### config.mk
export PLATFORM = sky130hd
export DESIGN_NAME = serial_add_sub
export DESIGN_NICKNAME = d
export VERILOG_FILES = /design/src/rtl/serial_add_sub.sv
export SDC_FILE = /design/constraint.sdc
export NUM_CORES = 1
export LEC_CHECK = 0
export ABC_AREA = 1
export CAP_MARGIN = 15
export CORE_MARGIN = 3
export CORE_UTILIZATION = 49
export CTS_BUF_LIST = sky130_fd_sc_hd__clkbuf_2
export DETAILED_ROUTE_END_ITERATION = 7
export PLACE_DENSITY = 0.79
export RECOVER_POWER = 100
export REMOVE_ABC_BUFFERS = 1
export SLEW_MARGIN = 20
export SYNTH_ARGS = -nofsm -noshare
export SYNTH_HDL_FRONTEND = slang
export SYNTH_SLANG_ARGS = --single-unit
### constraint.sdc
create_clock -name CLK -period 1.15 [get_ports CLK]
set_input_delay 0.1725 -clock CLK [delete_from_list [all_inputs] [get_ports CLK]]
set_output_delay 0.1725 -clock CLK [all_outputs]
set_load 0.03 [all_outputs]
### src/rtl/serial_add_sub.sv
// serial_add_sub: bit-serial adder/subtracter built around one full-adder cell; SUB port and subtract path exist only with SERIAL_SUB_EN.
module fa (
  input  logic A,
  input  logic B,
  input  logic C,
  output logic SUM,
  output logic CARRY
);
  assign SUM   = A ^ B ^ C;
  assign CARRY = (A & B) | (C & (A ^ B));
endmodule

module serial_add_sub #(
  parameter int WIDTH = 8
) (
  input  logic             CLK,
  input  logic             CLR,
  input  logic             START,
  input  logic [WIDTH-1:0] A_IN,
  input  logic [WIDTH-1:0] B_IN,
`ifdef SERIAL_SUB_EN
  input  logic             SUB,
`endif
  output logic             BUSY,
  output logic             DONE,
  output logic [WIDTH-1:0] RESULT,
  output logic             COUT
);
  localparam int CW = $clog2(WIDTH);
  typedef enum logic [1:0] {S_IDLE, S_SHIFT, S_DONE} state_t;
  state_t state_q, state_d;
  logic [WIDTH-1:0] a_q, a_d, b_q, b_d, result_q, result_d, full;
  logic [WIDTH-2:0] r_q, r_d;
  logic [CW-1:0] cnt_q, cnt_d;
  logic cy_q, cy_d, cout_q, cout_d, done_q, done_d, sub, sum, carry;
`ifdef SERIAL_SUB_EN
  assign sub = SUB;
`else
  assign sub = 1'b0;
`endif
  fa u_fa (.A(a_q[0]), .B(b_q[0]), .C(cy_q), .SUM(sum), .CARRY(carry));
  // r_q holds the low bits gathered so far; the current SUM completes the word
  assign full = {sum, r_q};
  always_comb begin
    state_d  = state_q;
    a_d      = a_q;
    b_d      = b_q;
    r_d      = r_q;
    cy_d     = cy_q;
    cnt_d    = cnt_q;
    result_d = result_q;
    cout_d   = cout_q;
    done_d   = 1'b0;
    unique case (state_q)
      S_IDLE: if (START) begin
        a_d     = A_IN;
        b_d     = sub ? ~B_IN : B_IN;
        cy_d    = sub;
        cnt_d   = '0;
        state_d = S_SHIFT;
      end
      S_SHIFT: begin
        a_d   = a_q >> 1;
        b_d   = b_q >> 1;
        cy_d  = carry;
        r_d   = full[WIDTH-1:1];
        cnt_d = cnt_q + 1'b1;
        if (cnt_q == CW'(WIDTH - 1)) begin
          state_d  = S_DONE;
          result_d = full;
          cout_d   = carry;
          done_d   = 1'b1;
        end
      end
      default: state_d = S_IDLE;
    endcase
  end
  always_ff @(posedge CLK) begin
    if (CLR) begin
      state_q  <= S_IDLE;
      a_q      <= '0;
      b_q      <= '0;
      r_q      <= '0;
      cy_q     <= 1'b0;
      cnt_q    <= '0;
      result_q <= '0;
      cout_q   <= 1'b0;
      done_q   <= 1'b0;
    end else begin
      state_q  <= state_d;
      a_q      <= a_d;
      b_q      <= b_d;
      r_q      <= r_d;
      cy_q     <= cy_d;
      cnt_q    <= cnt_d;
      result_q <= result_d;
      cout_q   <= cout_d;
      done_q   <= done_d;
    end
  end
  assign BUSY   = state_q != S_IDLE;
  assign DONE   = done_q;
  assign RESULT = result_q;
  assign COUT   = cout_q;
endmodule

==> run summary <==
CP arrival: 1.11 ns
Area occupied by multi-input gates: 772 um2
FF-to-FF Start: cnt_q[1]
Die area: 4250 um2
GRT Util Overall: 0.189
WS Path Type: reg -> out
Largest delay share family, worst path: flip-flops
Synth Register Bits: 39
DP HPWL: 2250 um
Synth warn: 0
Worst slew pin tran: 0.245 ns
Largest fanout on the critical path: 2
Critical path depth: 4
Final WL: 3640 um
Vias per cell: 4.70
# rows: 20
Outcome: finished, violations left
Root Driver: clkbuf_2
Reg2Reg Depth: 6
Setup WS post-layout: -0.137 ns
# nets final: 309
CTS H-tree lvls: 2
Layout cells sized above 1: 0.243
IO buf count: 29
Tcrit/Tclk final: 1.12
ANT nets after route: 0
# diodes: 0
Worst setup endpoint: BUSY
Drt drc: 0
Critical-path top delay cell: dfxtp_2
GPL Wtd Cong: 0.788
Setup violators final: 33
Yosys cell types: 20
Max Clk Rate: 0.777 GHz
Synthesized area: 1720 um2
Final Max Tran Viols: 0
Clock latency on the worst-skew pair: 0.41 ns
P_leak: 0.00113 uW
Final hold vios: 0
Min-Delay Path Class: in -> reg
Number of fill cells: 249
Most used cell, CP: buf_6
Hold slack: 0.369 ns
Worst Skew: 0.0221 ns
Setup TNS: -1.05 ns
Slew headroom: 0.837
Tmin final: 1.29 ns
Total iterations of the first detailed-routing run: 4
Clk buf depth: 2
Cell count after synthesis: 242
Reg area: 800 um2
Sequential fraction of the synthesis area: 0.455
First-pass GRT wire length: 6080 um
Largest net degree at the start of global routing: 24
Critical-path cell list: buf_6 -> nor2_4 -> inv_2 -> buf_6
Worst reg2reg endpoint: RESULT[2]
I/O pin cnt: 30
Vias: 1560
CTS tree: yes
Total Power: 2980 uW
Die X: 65.2 um
Commonest non-fill, non-tap cell in the layout: nand2_1
CP required: 0.98 ns
Initial Util: 0.536
Wire per inst: 11.0 um
Power per cell area: 1270 nW/um2
Buffers & Inverters on Critical Path: 3
Core Footprint: 3200 um2
Crit end category: primary output
First DRT Iteration DRCs: 99
Worst path max stage delay: 0.36 ns
Initial antenna violation count: 0
Area Overhead vs Synth: 37.1%
Violated checks: negative setup slack
Clk slew on worst S/H paths: 0.18 ns
Vias in the first global route: 1361
Reg2reg setup slack: -0.05 ns
Max-cap viol count: 0
Peak supply drop: 0.000833 V
Post-synthesis area per instance: 7.09 um2
CTS Sinks: 39
Die span in y: 65.2 um
Commonest cells after routing, fill and taps aside: nand2_1 (66), inv_1 (41), dfxtp_1 (26)
Crit path from: state_q[1]
Worst setup SP type: flop
CTS buffer count: 5
Gr ovfl total: 0
RSZ-0062 raised after global routing: yes
area by class of cell:
class / instances / share of cell area
inverters: 45 / 0.0729
clock buffers: 6 / 0.0128
clock inverters: 2 / 0.0255
repair buffers: 48 / 0.197
flip-flops and latches: 39 / 0.340
well taps: 44 / 0.0234
multi-input cells: 148 / 0.328
tightest hold or removal path, cell delays in order:
cell	delay (ns)
clkdlybuf4s50_1	0.43
nand3_2	0.09
a21oi_1	0.05
per-layer routing:
metal	GRT usage	up-vias	share of wire
met2	0.291	39	0.47
met1	0.240	693	0.45
li1	-	821	-
met4	0.0855	0	0.019
met5	0	-	0
met3	0.0615	7	0.062
stage by stage:
step / cells / area [um2] / setup WS [ns] / util
after floorplan: 232 / 1630 / -0.204 / -
after global placement: 316 / 2060 / -0.112 / 0.643
after detailed placement: 316 / 2060 / -0.132 / 0.643
after CTS: 331 / 2290 / -0.147 / 0.716
after global routing: 332 / 2350 / -0.235 / 0.734
final: 332 / 2350 / -0.137 / 0.734
cell usage after synthesis:
cell | instances | area (um2)
a21oi_1 | 25 | 125
buf_1 | 1 | 3.75
buf_2 | 3 | 15.0
buf_4 | 1 | 7.51
buf_6 | 5 | 56.3
dfxtp_1 | 39 | 781
fa_1 | 1 | 20.0
ha_1 | 2 | 25.0
inv_1 | 44 | 165
inv_2 | 1 | 3.75
nand2_1 | 67 | 251
nand2_2 | 1 | 6.26
nand2_4 | 1 | 11.3
nand3_1 | 9 | 45.0
nor2_1 | 23 | 86.3
nor2_4 | 1 | 11.3
nor3_1 | 1 | 5.00
o21ai_0 | 14 | 70.1
o21ai_1 | 2 | 10.0
o21ai_4 | 1 | 16.3
power by group:
group          internal [uW]  switching (uW)  total, uW
sequential              1430            34.2       1460
clock                    595             451       1050
combinational            222             244        466
total                   2250             729       2980
sequential cells by signal, indices dropped and copies added, names as in the netlist:
| signal | cells |
|---|---|
| cy_q | 1 |
| b_q | 8 |
| RESULT | 8 |
| a_q | 8 |
| COUT | 1 |
| DONE | 1 |
| r_q | 7 |
| state_q | 2 |
| cnt_q | 3 |
kinds of logic (layout without fill, tap and decap cells):
group                      Yosys count  after routing  share of synthesized area
AOI/OAI and AO/OA                   42             42                      0.129
adders and majority gates            3              3                     0.0263
buffers and inverters               55            101                      0.147
DFF                                 39             39                      0.455
and+or+nand+nor                    103            103                      0.243
timing repair:
action,CTS,global route
pin swaps,7,3
buffers inserted,6,3
cloned,1,0
resized for setup,34,20
setup endpoints to repair,32,47
hold buffers,0,0
worst min-delay path by stage:
stage / startpoint / end / slack (ns) / cells past startpoint
floorplan: CLR / a_q[7] / 0.24 / 1
global placement: a_q[7] / a_q[7] / 0.45 / 2
detailed placement: a_q[7] / a_q[7] / 0.45 / 2
CTS: B_IN[7] / b_q[7] / 0.32 / 3
global route: B_IN[7] / b_q[7] / 0.33 / 3
finish: B_IN[7] / b_q[7] / 0.37 / 3
Power figures use the tool's default switching activity.
